### config.mk
export PLATFORM = sky130hd
export DESIGN_NAME = addsub_acc_ctrl
export DESIGN_NICKNAME = d
export VERILOG_FILES = /design/src/rtl/addsub_acc_ctrl.sv
export SDC_FILE = /design/constraint.sdc
export NUM_CORES = 1
export LEC_CHECK = 0
export ABC_AREA = 1
export ABC_CLOCK_PERIOD_IN_PS = 1700
export BUFFER_PORTS_ARGS = -buffer_cell sky130_fd_sc_hd__buf_2
export CAP_MARGIN = 20
export CORE_MARGIN = 2
export CORE_UTILIZATION = 44
export CTS_CLUSTER_DIAMETER = 200
export DETAILED_ROUTE_END_ITERATION = 6
export GPL_TIMING_DRIVEN = 0
export HOLD_SLACK_MARGIN = 0.03
export PLACE_DENSITY = 0.82
export SETUP_SLACK_MARGIN = 0.15
export SKIP_LAST_GASP = 1
export SLEW_MARGIN = 20
export SYNTH_ARGS = -nofsm -noshare
export SYNTH_HDL_FRONTEND = slang
export SYNTH_SLANG_ARGS = --single-unit
### constraint.sdc
create_clock -name clk -period 1.7 [get_ports clk]
set_clock_uncertainty 0.15 [all_clocks]
set_input_delay 0.085 -clock clk [delete_from_list [all_inputs] [get_ports clk]]
set_output_delay 0.085 -clock clk [all_outputs]
set_load 0.03 [all_outputs]
### src/rtl/addsub_acc_ctrl.sv
// addsub_acc_ctrl
// Command front-end and result register for a 4-bit adder/subtractor.
// Accepts LOAD/ADD/SUB/CLR commands over a valid/ready handshake, drives the
// external arithmetic unit from registers, captures sum/carry/overflow into a
// 4-bit accumulator and presents the result over a second valid/ready port.
//
// Optional feature macro: ACC_SAT_EN
//   defined   : ADD/SUB results that overflow saturate to 4'b0111 / 4'b1000
//   undefined : results wrap modulo 16
//
// state | meaning
// ------+---------------------------------------------------------------
// IDLE  | waiting for a command; cmd_ready high
// EXEC  | arithmetic unit driven from acc/opnd_r; result captured on exit
// RESP  | result presented on res_*; held until res_ready
module addsub_acc_ctrl (
  input  logic       clk,
  input  logic       rst,
  input  logic       cmd_valid,
  output logic       cmd_ready,
  input  logic [1:0] cmd_op,
  input  logic [3:0] cmd_data,
  output logic [3:0] au_a,
  output logic [3:0] au_b,
  output logic       au_m,
  input  logic [3:0] au_s,
  input  logic       au_co,
  input  logic       au_v,
  output logic       res_valid,
  input  logic       res_ready,
  output logic [3:0] res_data,
  output logic       res_co,
  output logic       res_v,
  output logic       ovf_sticky
);

  typedef enum logic [1:0] {
    ST_IDLE = 2'd0,
    ST_EXEC = 2'd1,
    ST_RESP = 2'd2
  } state_t;

  localparam logic [1:0] OP_LOAD = 2'b00;
  localparam logic [1:0] OP_ADD  = 2'b01;
  localparam logic [1:0] OP_SUB  = 2'b10;
  localparam logic [1:0] OP_CLR  = 2'b11;

  state_t     state, state_nxt;
  logic [1:0] op_r;
  logic [3:0] opnd_r;
  logic [3:0] acc;
  logic [3:0] arith_acc;
  logic       cmd_take;
  logic       exec_done;

  // State register; reset discards any operation in flight.
  always_ff @(posedge clk or posedge rst) begin
    if (rst) begin
      state <= ST_IDLE;
    end else begin
      state <= state_nxt;
    end
  end

  // Next-state and handshake/mode decode, all from the state register.
  always_comb begin
    state_nxt = state;
    cmd_ready = 1'b0;
    res_valid = 1'b0;
    au_m      = 1'b0;
    cmd_take  = 1'b0;
    exec_done = 1'b0;
    case (state)
      ST_IDLE: begin
        cmd_ready = 1'b1;
        if (cmd_valid) begin
          cmd_take  = 1'b1;
          state_nxt = ST_EXEC;
        end
      end
      ST_EXEC: begin
        au_m      = (op_r == OP_SUB);
        exec_done = 1'b1;
        state_nxt = ST_RESP;
      end
      ST_RESP: begin
        res_valid = 1'b1;
        if (res_ready) begin
          state_nxt = ST_IDLE;
        end
      end
      default: begin
        state_nxt = ST_IDLE;
      end
    endcase
  end

  // Accumulator value for ADD/SUB: raw sum, or clamped on overflow when saturating.
  always_comb begin
    arith_acc = au_s;
`ifdef ACC_SAT_EN
    if (au_v) begin
      // Overflow flips the sign bit, so a set MSB means positive overflow.
      arith_acc = au_s[3] ? 4'b0111 : 4'b1000;
    end
`endif
  end

  // Command capture: opcode and operand are only latched when accepted in IDLE.
  always_ff @(posedge clk or posedge rst) begin
    if (rst) begin
      op_r   <= OP_LOAD;
      opnd_r <= 4'd0;
    end else if (cmd_take) begin
      op_r   <= cmd_op;
      opnd_r <= cmd_data;
    end
  end

  // Result capture at the end of EXEC; held unchanged through RESP and IDLE.
  always_ff @(posedge clk or posedge rst) begin
    if (rst) begin
      acc        <= 4'd0;
      res_co     <= 1'b0;
      res_v      <= 1'b0;
      ovf_sticky <= 1'b0;
    end else if (exec_done) begin
      case (op_r)
        OP_LOAD: begin
          acc    <= opnd_r;
          res_co <= 1'b0;
          res_v  <= 1'b0;
        end
        OP_ADD, OP_SUB: begin
          acc    <= arith_acc;
          res_co <= au_co;
          res_v  <= au_v;
          if (au_v) begin
            ovf_sticky <= 1'b1;
          end
        end
        OP_CLR: begin
          acc        <= 4'd0;
          res_co     <= 1'b0;
          res_v      <= 1'b0;
          ovf_sticky <= 1'b0;
        end
        default: begin
          acc <= acc;
        end
      endcase
    end
  end

  // Arithmetic operands come straight from registers so they never glitch.
  assign au_a     = acc;
  assign au_b     = opnd_r;
  assign res_data = acc;

endmodule

==> results.py, run 1 <==
metrics = {
    "timing": {
        "period_needed_ps": 1460,
        "rsz0062_at_grt": "no",
        "fmax_ghz": 0.685,
        "finalMaxSlewViolations": 0,
        "fin_crit_sh_pct": 85.9,
        "slew-limit-headroom_pct": 62.7,
        "tightest_slew_ps": 558,
        "hold_violations": 0,
        "setup_viol": 0,
        "fin_setup_tns_ps": 0,
    },
    "global_route": {
        "grt_pass1_wl_um": 2760,
        "grtUsageTotal_pct": 18.6,
        "overflow": 0,
        "grt_pass1_vias": 682,
        "antenna_found_initial": 0,
        "grt_max_degree": 16,
    },
    "run_status": {
        "status": "finished clean",
    },
    "hold_path": {
        "hold_path.class": "in -> async",
    },
    "routing": {
        "via_per_inst": 4.62,
        "drc": 0,
        "drt_iter0_drc": 12,
        "wl_per_cell_um": 10.7,
        "vias": 748,
        "final_antenna_net_count": 0,
        "wirelength_um": 1730,
        "firstDrtPassIters": 4,
    },
    "critical_path": {
        "required_ps": 1460,
        "worst_setup_path_start_kind": "flop",
        "r2r_end": "au_a[2]",
        "crit_fanout": 10,
        "rr_worst_depth": 6,
        "regToRegSetupSlack_ps": 270,
        "slowest_stage": "dfrtp_1",
        "crit_path_end_kind": "output pin",
        "crit_chain": "inv_2 > nand2_2 > buf_6 > nor2_1 > buf_4",
        "crit_type": "reg -> out",
        "worstPathArrival_ps": 1230,
        "cp-endpoint": "au_m",
        "critPathMaxStageDelay_ps": 410,
        "r2r_start": "op_r[0]",
        "startpoint": "state[1]",
    },
    "power_and_ir_drop": {
        "finalPower_mw": 2.03,
        "vdd_drop_max_v": 0.00112,
        "p_per_area_nw_per_um2": 1810,
        "p_leak_nw": 0.668,
    },
    "synth": {
        "yosysWarnings": 0,
        "ys_seq_area_share_pct": 50.1,
        "yosysTopAreaCellShare_pct": 50.1,
        "syn_nets": 112,
        "ys_ff_latch": 15,
        "synth_area_um2": 749,
        "netlist_instances": 93,
        "postSynthAreaPerCell_um2": 8.06,
        "ys_types": 14,
        "synth_top_area_cell": "dfrtp_1",
        "synth_area_leaders": "dfrtp_1, nand2_1, ha_1",
    },
    "clock_network": {
        "cts.clk_slew.worst_paths_ps": 90,
        "h-tree-depth": 1,
        "numCtsBuffers": 3,
        "cts_num_sinks": 15,
        "cts_tree": "done",
        "cts.path.max_buffers": 2,
        "clockRootBuffer": "clkbuf_4",
        "clk_latency_ps": 270,
    },
    "placed_design": {
        "dp.final_hpwl_um": 1150,
        "io_buffers": 33,
        "place_congestion": 0.726,
        "placedCellCount": 142,
    },
    "finish": {
        "post_route_cells_drive_above_1_share_pct": 34.2,
        "area_growth_pct": 49.9,
        "diodes": 0,
        "finalCoreUtilization_pct": 72.1,
        "finalNetCount": 166,
        "stdcell_count": 162,
        "nFillCells": 124,
    },
    "floorplanning": {
        "ios": 34,
        "fp.dieW_um": 45.3,
        "die_h_um": 45.3,
        "rows": 14,
        "dieArea_um2": 2050,
        "core-area_um2": 1560,
        "start_util_pct": 48.1,
    },
    "job": {
        "drv_cap": 0,
    },
}
==> synthesized netlist by cell type <==
library cell	instances
o21ai_0	1
inv_4	1
nand2_1	42
nor2_2	1
dfrtp_1	15
ha_1	3
nor2_1	7
nand3_1	5
buf_6	1
nand2_2	1
buf_4	4
inv_1	9
o21ai_2	2
nand2_4	1
==> through the flow <==
step | cell area [µm²] | setup WS [ps] | hold slack (ps)
finish | 1120 | 240 | 246
global route | 1120 | 156 | 300
CTS | 1110 | 170 | 246
detailed placement | 935 | 298 | 5.88
global placement | 935 | 341 | 1.95
floorplan | 749 | 389 | -164
==> cell usage in the layout, fill, tap and decap left out, types with 2 or more instances in the layout <==
cell type,instances
buf_2,32
buf_4,6
clkbuf_4,3
dfrtp_1,15
dlygate4sd3_1,15
ha_1,3
inv_1,8
nand2_1,41
nand2_2,2
nand3_1,5
nor2_1,7
o21ai_2,2
==> registers in the layout, summed over array words and instances, names as in the netlist <==
signal      flops
au_a            4
ovf_sticky      1
op_r            2
state           2
res_co          1
au_b            4
res_v           1
==> report_power, final <==
group / switching, mW / leakage, nW / internal [mW] / total (mW)
sequential: 0.116 / 0.189 / 0.509 / 0.625
combinational: 0.799 / 0.464 / 0.412 / 1.21
clock: 0.108 / 0.0150 / 0.0909 / 0.199
total: 1.02 / 0.668 / 1.01 / 2.03
==> critical path: cells and delay by family (launching register included) <==
family	cells	cell delay, ps
buffers and inverters	3	390
flip-flops	1	410
AND/OR/NAND/NOR	2	160
==> final cells by class <==
cell class	count	area, µm²	area share (%)
buffer	5	41.3	3.67
multi-input combinational	63	295	26.3
timing repair buffer	49	325	29.0
inverter	10	40.0	3.56
clock buffer	4	26.3	2.34
tap	16	20.0	1.78
sequential	15	375	33.4
==> how the worst min path moves through the flow <==
stage | endpoint | depth (start not counted)
finish | res_co | 3
global route | res_v | 3
CTS | res_co | 3
detailed placement | res_v | 2
global placement | res_v | 2
floorplan | au_a[0] | 1
==> cells by family (layout without fill, tap and decap cells) <==
family | count (synthesis) | after routing | synth area share [%]
and+or+nand+nor | 57 | 57 | 31.1
DFF | 15 | 15 | 50.1
adders and majority gates | 3 | 3 | 5.01
AOI/OAI and AO/OA | 3 | 3 | 3.00
buffers and inverters | 15 | 68 | 10.9
==> timing repair <==
item / CTS / global route
setup endpoints to repair: 1 / 1
resized for setup: 1 / 2
hold endpoints to repair: 30 / 0
hold buffers: 15 / 0
setup buffers: 0 / 1
==> metal layers <==
metal | global-route usage (%) | part of all wire, %
met2 | 34.3 | 51
met3 | 2.40 | 6.1
met5 | 0 | 0
met4 | 8.82 | 2.4
met1 | 20.9 | 40
(Power assumes the default switching activity.)
==> inputs of run 2 (changes only) <==
--- a/config.mk
+++ b/config.mk
@@ -10,12 +10,12 @@
 export BUFFER_PORTS_ARGS = -buffer_cell sky130_fd_sc_hd__buf_2
 export CAP_MARGIN = 20
 export CORE_MARGIN = 2
-export CORE_UTILIZATION = 44
+export CORE_UTILIZATION = 40
 export CTS_CLUSTER_DIAMETER = 200
 export DETAILED_ROUTE_END_ITERATION = 6
 export GPL_TIMING_DRIVEN = 0
 export HOLD_SLACK_MARGIN = 0.03
-export PLACE_DENSITY = 0.82
+export PLACE_DENSITY = 0.76
 export SETUP_SLACK_MARGIN = 0.15
 export SKIP_LAST_GASP = 1
 export SLEW_MARGIN = 20
==> run 2 against run 1 <==
- hold slack gained 5.6 ps
- final area increased by 0.56%
- global-route usage shrank 1.1 points
- critical endpoint unchanged
- sequential power about the same
- first-iteration DRC count unchanged
- non-clock buffer count fell by 1
- die area is 9.1% higher
- highest routed layer unchanged
==> results.py, run 2 (same netlist as run 1, synthesis figures left out) <==
metrics = {
    "run_status": {
        "status": "finished clean",
    },
    "timing": {
        "fin_crit_sh_pct": 85.9,
        "period_needed_ps": 1460,
        "finalMaxSlewViolations": 0,
        "hold_violations": 0,
        "setup_viol": 0,
        "fin_setup_tns_ps": 0,
        "fmax_ghz": 0.685,
        "slew-limit-headroom_pct": 62.8,
        "tightest_slew_ps": 558,
        "layout_setup_ws_ps": 239,
        "rsz0062_at_grt": "no",
    },
    "critical_path": {
        "regToRegSetupSlack_ps": 280,
        "rr_worst_depth": 6,
        "crit_chain": "inv_2 > nand2_2 > buf_6 > nor2_2 > buf_4",
        "crit_type": "reg -> out",
        "crit_path_end_kind": "output pin",
        "critPathMaxStageDelay_ps": 410,
        "r2r_start": "op_r[1]",
        "startpoint": "state[1]",
        "required_ps": 1460,
        "slowest_stage": "dfrtp_1",
        "r2r_end": "ovf_sticky",
        "worst_setup_path_start_kind": "flop",
        "worstPathArrival_ps": 1230,
        "crit_fanout": 10,
    },
    "placed_design": {
        "dpl_worst_slack_ps": 314,
        "place_congestion": 0.703,
        "dp.final_hpwl_um": 1080,
        "io_buffers": 33,
    },
    "global_route": {
        "overflow": 0,
        "antenna_found_initial": 0,
        "grt_pass1_wl_um": 2700,
        "grt_pass1_vias": 685,
        "grt_max_degree": 16,
        "grtUsageTotal_pct": 17.6,
    },
    "clock_network": {
        "numCtsBuffers": 3,
        "cts.path.max_buffers": 2,
        "cts_setup_buffers": 0,
        "clockRootBuffer": "clkbuf_4",
        "cts.clk_slew.worst_paths_ps": 80,
        "cts_num_sinks": 15,
        "h-tree-depth": 1,
        "cts_tree": "done",
        "clk_latency_ps": 280,
    },
    "finish": {
        "diodes": 0,
        "nFillCells": 146,
        "finalNetCount": 165,
        "area_growth_pct": 50.8,
        "final_common_cell": "nand2_1",
        "most-common-layout-cells": "nand2_1, buf_2, dfrtp_1, dlygate4sd3_1, inv_1",
        "post_route_cells_drive_above_1_share_pct": 34.5,
    },
    "routing": {
        "vias": 718,
        "drc": 0,
        "final_antenna_net_count": 0,
        "wirelength_um": 1630,
        "firstDrtPassIters": 4,
        "wl_per_cell_um": 9.61,
        "drt_iter0_drc": 12,
        "via_per_inst": 4.22,
    },
    "floorplanning": {
        "rows": 15,
        "die_h_um": 47.3,
        "core-area_um2": 1750,
        "start_util_pct": 42.9,
        "dieArea_um2": 2240,
        "fp.dieW_um": 47.3,
        "ios": 34,
    },
    "power_and_ir_drop": {
        "p_per_area_nw_per_um2": 1770,
        "finalPower_mw": 2.00,
        "vdd_drop_max_v": 0.00107,
        "p_leak_nw": 0.663,
    },
    "hold_path": {
        "hold_path.class": "in -> async",
    },
    "job": {
        "drv_cap": 0,
    },
}
==> run 2: changes by cell type in the layout (fill, tap and decap cells not counted), sizes merged <==
cell / delta
buf: -1
==> run 2: worst max-delay path, delay by kind of cell, from the launching register on <==
kind	cells	cell delay, ps
flops	1	410
buf+inv	3	390
simple gates	2	150
==> run 2: what timing repair did <==
| action | CTS | global route |
|---|---|---|
| gates resized for setup | 1 | 3 |
| hold buffers | 15 | 0 |
| endpoints found under the hold margin | 30 | 0 |
| endpoints found under the setup margin | 1 | 1 |
==> run 2: worst max path at each step <==
stage / end / slack (ps)
final: au_m / 240
after global routing: ovf_sticky / 170
after CTS: au_m / 160
after detailed placement: ovf_sticky / 310
after global placement: ovf_sticky / 340
after floorplan: au_m / 390
==> run 2: where the power goes <==
group / total [mW] / leakage [nW] / internal, mW / switching, mW
logic: 1.18 / 0.459 / 0.399 / 0.782
registers: 0.624 / 0.189 / 0.509 / 0.115
clock network: 0.198 / 0.0150 / 0.0910 / 0.107
==> run 2: per-stage QoR <==
stage	instances	utilization, %	cell area (µm²)	hold slack, ps
3_5_place_dp	151	54.2	946	16.3
5_1_grt	170	64.7	1130	327
2_1_floorplan	93	-	749	-164
3_3_place_gp	151	54.2	946	8.12
4_1_cts	170	64.4	1120	270
6_report	170	64.7	1130	251
==> run 2: cell type report <==
class	count	area (µm²)	area share [%]
clock buffer	4	26.3	2.33
tap	25	31.3	2.77
buffer	5	41.3	3.65
sequential	15	375	33.2
timing repair buffer	48	318	28.1
inverter	10	40.0	3.54
multi-input combinational	63	298	26.4
==> run 2: layer usage <==
metal  vias up  wire [µm]  GRT usage [%]
li1        378          -              -
met1       315        730           19.8
met2        23        805           32.2
met3         2         85           3.46
met4         0         13           6.67
met5         -          0              0
==> inputs of run 3 (changes only) <==
--- a/config.mk
+++ b/config.mk
@@ -5,7 +5,6 @@
 export SDC_FILE = /design/constraint.sdc
 export NUM_CORES = 1
 export LEC_CHECK = 0
-export ABC_AREA = 1
 export ABC_CLOCK_PERIOD_IN_PS = 1700
 export BUFFER_PORTS_ARGS = -buffer_cell sky130_fd_sc_hd__buf_2
 export CAP_MARGIN = 20
==> run 3 against run 2 <==
- final cell count fell by 13%
- sequential cell count did not move
- fmax fell by 3.9%
- utilization rose by 3.7 points
- critical path depth fell by 1
- combinational power rose by 17%
==> results.py, run 3 <==
metrics = {
    "job": {
        "drv_cap": 0,
    },
    "critical_path": {
        "regToRegSetupSlack_ps": 230,
        "worst_setup_path_start_kind": "flop",
        "worstPathArrival_ps": 1290,
        "required_ps": 1460,
        "crit_type": "reg -> out",
        "crit_path_end_kind": "output pin",
        "crit_fanout": 10,
    },
    "power_and_ir_drop": {
        "p_per_area_nw_per_um2": 1880,
        "vdd_drop_max_v": 0.00119,
        "p_leak_nw": 0.628,
    },
    "floorplanning": {
        "fp.dieW_um": 47.1,
        "rows": 15,
        "ios": 34,
        "core-area_um2": 1730,
        "die_h_um": 47.1,
        "dieArea_um2": 2220,
        "start_util_pct": 43.0,
    },
    "finish": {
        "post_route_cells_drive_above_1_share_pct": 48.0,
        "finalNetCount": 143,
        "diodes": 0,
        "nFillCells": 151,
        "final_common_cell": "buf_2",
        "area_growth_pct": 59.2,
        "most-common-layout-cells": "buf_2, dfrtp_1, dlygate4sd3_1",
    },
    "global_route": {
        "grtUsageTotal_pct": 15.5,
        "grt_pass1_wl_um": 2370,
        "grt_pass1_vias": 584,
        "antenna_found_initial": 0,
        "overflow": 0,
        "grt_max_degree": 16,
    },
    "synth": {
        "syn_nets": 86,
        "ys_ff_latch": 15,
        "synth_area_um2": 742,
        "ys.flop_type": "dfrtp_1",
        "ys_types": 20,
        "synth_area_leaders": "dfrtp_1, mux2_4, ha_1",
        "yosysTopAreaCellShare_pct": 50.6,
        "async_reset_ff_share_pct": 100,
        "synth_top_area_cell": "dfrtp_1",
        "postSynthAreaPerCell_um2": 11.1,
        "ys_seq_area_share_pct": 50.6,
        "yosysWarnings": 0,
        "yosysMostFrequentCell": "dfrtp_1",
        "netlist_instances": 67,
        "synth-edff-count": 0,
        "synth_common_cells": "dfrtp_1, nand2_1, inv_1, o21ai_0, mux2_4",
    },
    "clock_network": {
        "clockRootBuffer": "clkbuf_4",
        "cts.path.max_buffers": 2,
        "clk_latency_ps": 270,
        "h-tree-depth": 1,
        "numCtsBuffers": 3,
        "cts.clk_slew.worst_paths_ps": 80,
        "cts_num_sinks": 15,
        "cts_tree": "done",
    },
    "placed_design": {
        "dp.final_hpwl_um": 1150,
        "place_congestion": 0.708,
        "io_buffers": 33,
    },
    "timing": {
        "setup_viol": 0,
        "rsz0062_at_grt": "yes",
        "hold_violations": 0,
        "fin_setup_tns_ps": 0,
        "slew-limit-headroom_pct": 62.2,
        "fmax_ghz": 0.658,
        "finalMaxSlewViolations": 0,
        "tightest_slew_ps": 567,
        "period_needed_ps": 1520,
        "hold-worst-slack_ps": 121,
        "fin_crit_sh_pct": 89.4,
    },
    "routing": {
        "final_antenna_net_count": 0,
        "wl_per_cell_um": 11.1,
        "firstDrtPassIters": 3,
        "wirelength_um": 1650,
        "drc": 0,
        "drt_iter0_drc": 5,
        "via_per_inst": 4.32,
        "vias": 640,
    },
    "hold_path": {
        "hold_path.class": "in -> reg",
    },
    "run_status": {
        "status": "finished clean",
    },
}
-- run 3: cell types whose count changed after synthesis, sizes merged, moves of 2 or more --
cell	change
nand2b	+2
o21ai	+4
nand3	-5
nor2	-5
a22oi	+3
mux2	+6
inv	-3
nand2	-36
-- run 3: final timing paths --
path                          start        to  cells after the start
min in group asynchronous       rst    res_co                      3
setup reg to reg           state[1]   au_b[1]                      5
max in group asynchronous       rst  state[1]                      3
setup / recovery           state[1]      au_m                      4
hold / removal              au_s[3]   au_a[3]                      4
hold reg to reg               res_v     res_v                      2
-- run 3: area by class of cell --
cell class                      count  area [µm²]  share of cell area, %
Buffer                              6        48.8                   4.13
Clock buffer                        4        26.3                   2.22
Sequential cell                    15         375                   31.8
Inverter                            7        26.3                   2.22
Tap cell                           25        31.3                   2.65
Multi-Input combinational cell     39         322                   27.2
Timing Repair Buffer               52         352                   29.8
-- run 3: report_power, final --
part | switching, mW | total [mW] | leakage, nW | internal [mW]
Sequential | 0.129 | 0.640 | 0.183 | 0.511
Clock | 0.104 | 0.195 | 0.0150 | 0.0908
Combinational | 0.740 | 1.38 | 0.430 | 0.645
Total | 0.972 | 2.22 | 0.628 | 1.25
-- run 3: logic make-up (layout without fill, tap and decap cells) --
| logic type | after synthesis | in the layout | synth area share (%) |
|---|---|---|---|
| and+or+nand+nor | 17 | 17 | 12.0 |
| muxes | 6 | 6 | 12.1 |
| AOI/OAI and AO/OA | 13 | 13 | 10.5 |
| buffers and inverters | 13 | 69 | 9.78 |
| adders and majority gates | 3 | 3 | 5.06 |
| DFF | 15 | 15 | 50.6 |
-- run 3: repair_timing --
action / 4_1_cts / 5_1_grt
buffers inserted: 1 / 4
pin swaps: 0 / 0
hold buffers: 14 / 0
setup endpoints to repair: 2 / 5
gates resized for setup: 5 / 5
endpoints found under the hold margin: 29 / 0
-- run 3: worst max-delay path, cell delays in order (launching register included) --
cell,delay (ps)
dfrtp_1,400
nand2b_4,170
buf_4,180
nor2_1,100
buf_4,170
-- run 3: through the flow --
stage | std cells | instance area, µm² | setup WS, ps | power [mW] | util [%]
after detailed placement | 125 | 943 | 160 | 1.82 | 54.6
after global placement | 125 | 943 | 241 | 1.78 | 54.6
after floorplan | 67 | 747 | 225 | 1.52 | -
after CTS | 144 | 1130 | 157 | 2.09 | 65.6
after global routing | 148 | 1180 | 127 | 2.37 | 68.4
final | 148 | 1180 | 180 | 2.22 | 68.4
-- run 3: routing by layer --
metal | part of all wire [%] | up-vias | track usage, %
met1 | 44 | 288 | 16.5
met3 | 4.2 | 2 | 2.31
met5 | 0 | - | 0
li1 | - | 326 | -
met4 | 1.2 | 0 | 6.67
met2 | 51 | 24 | 29.9
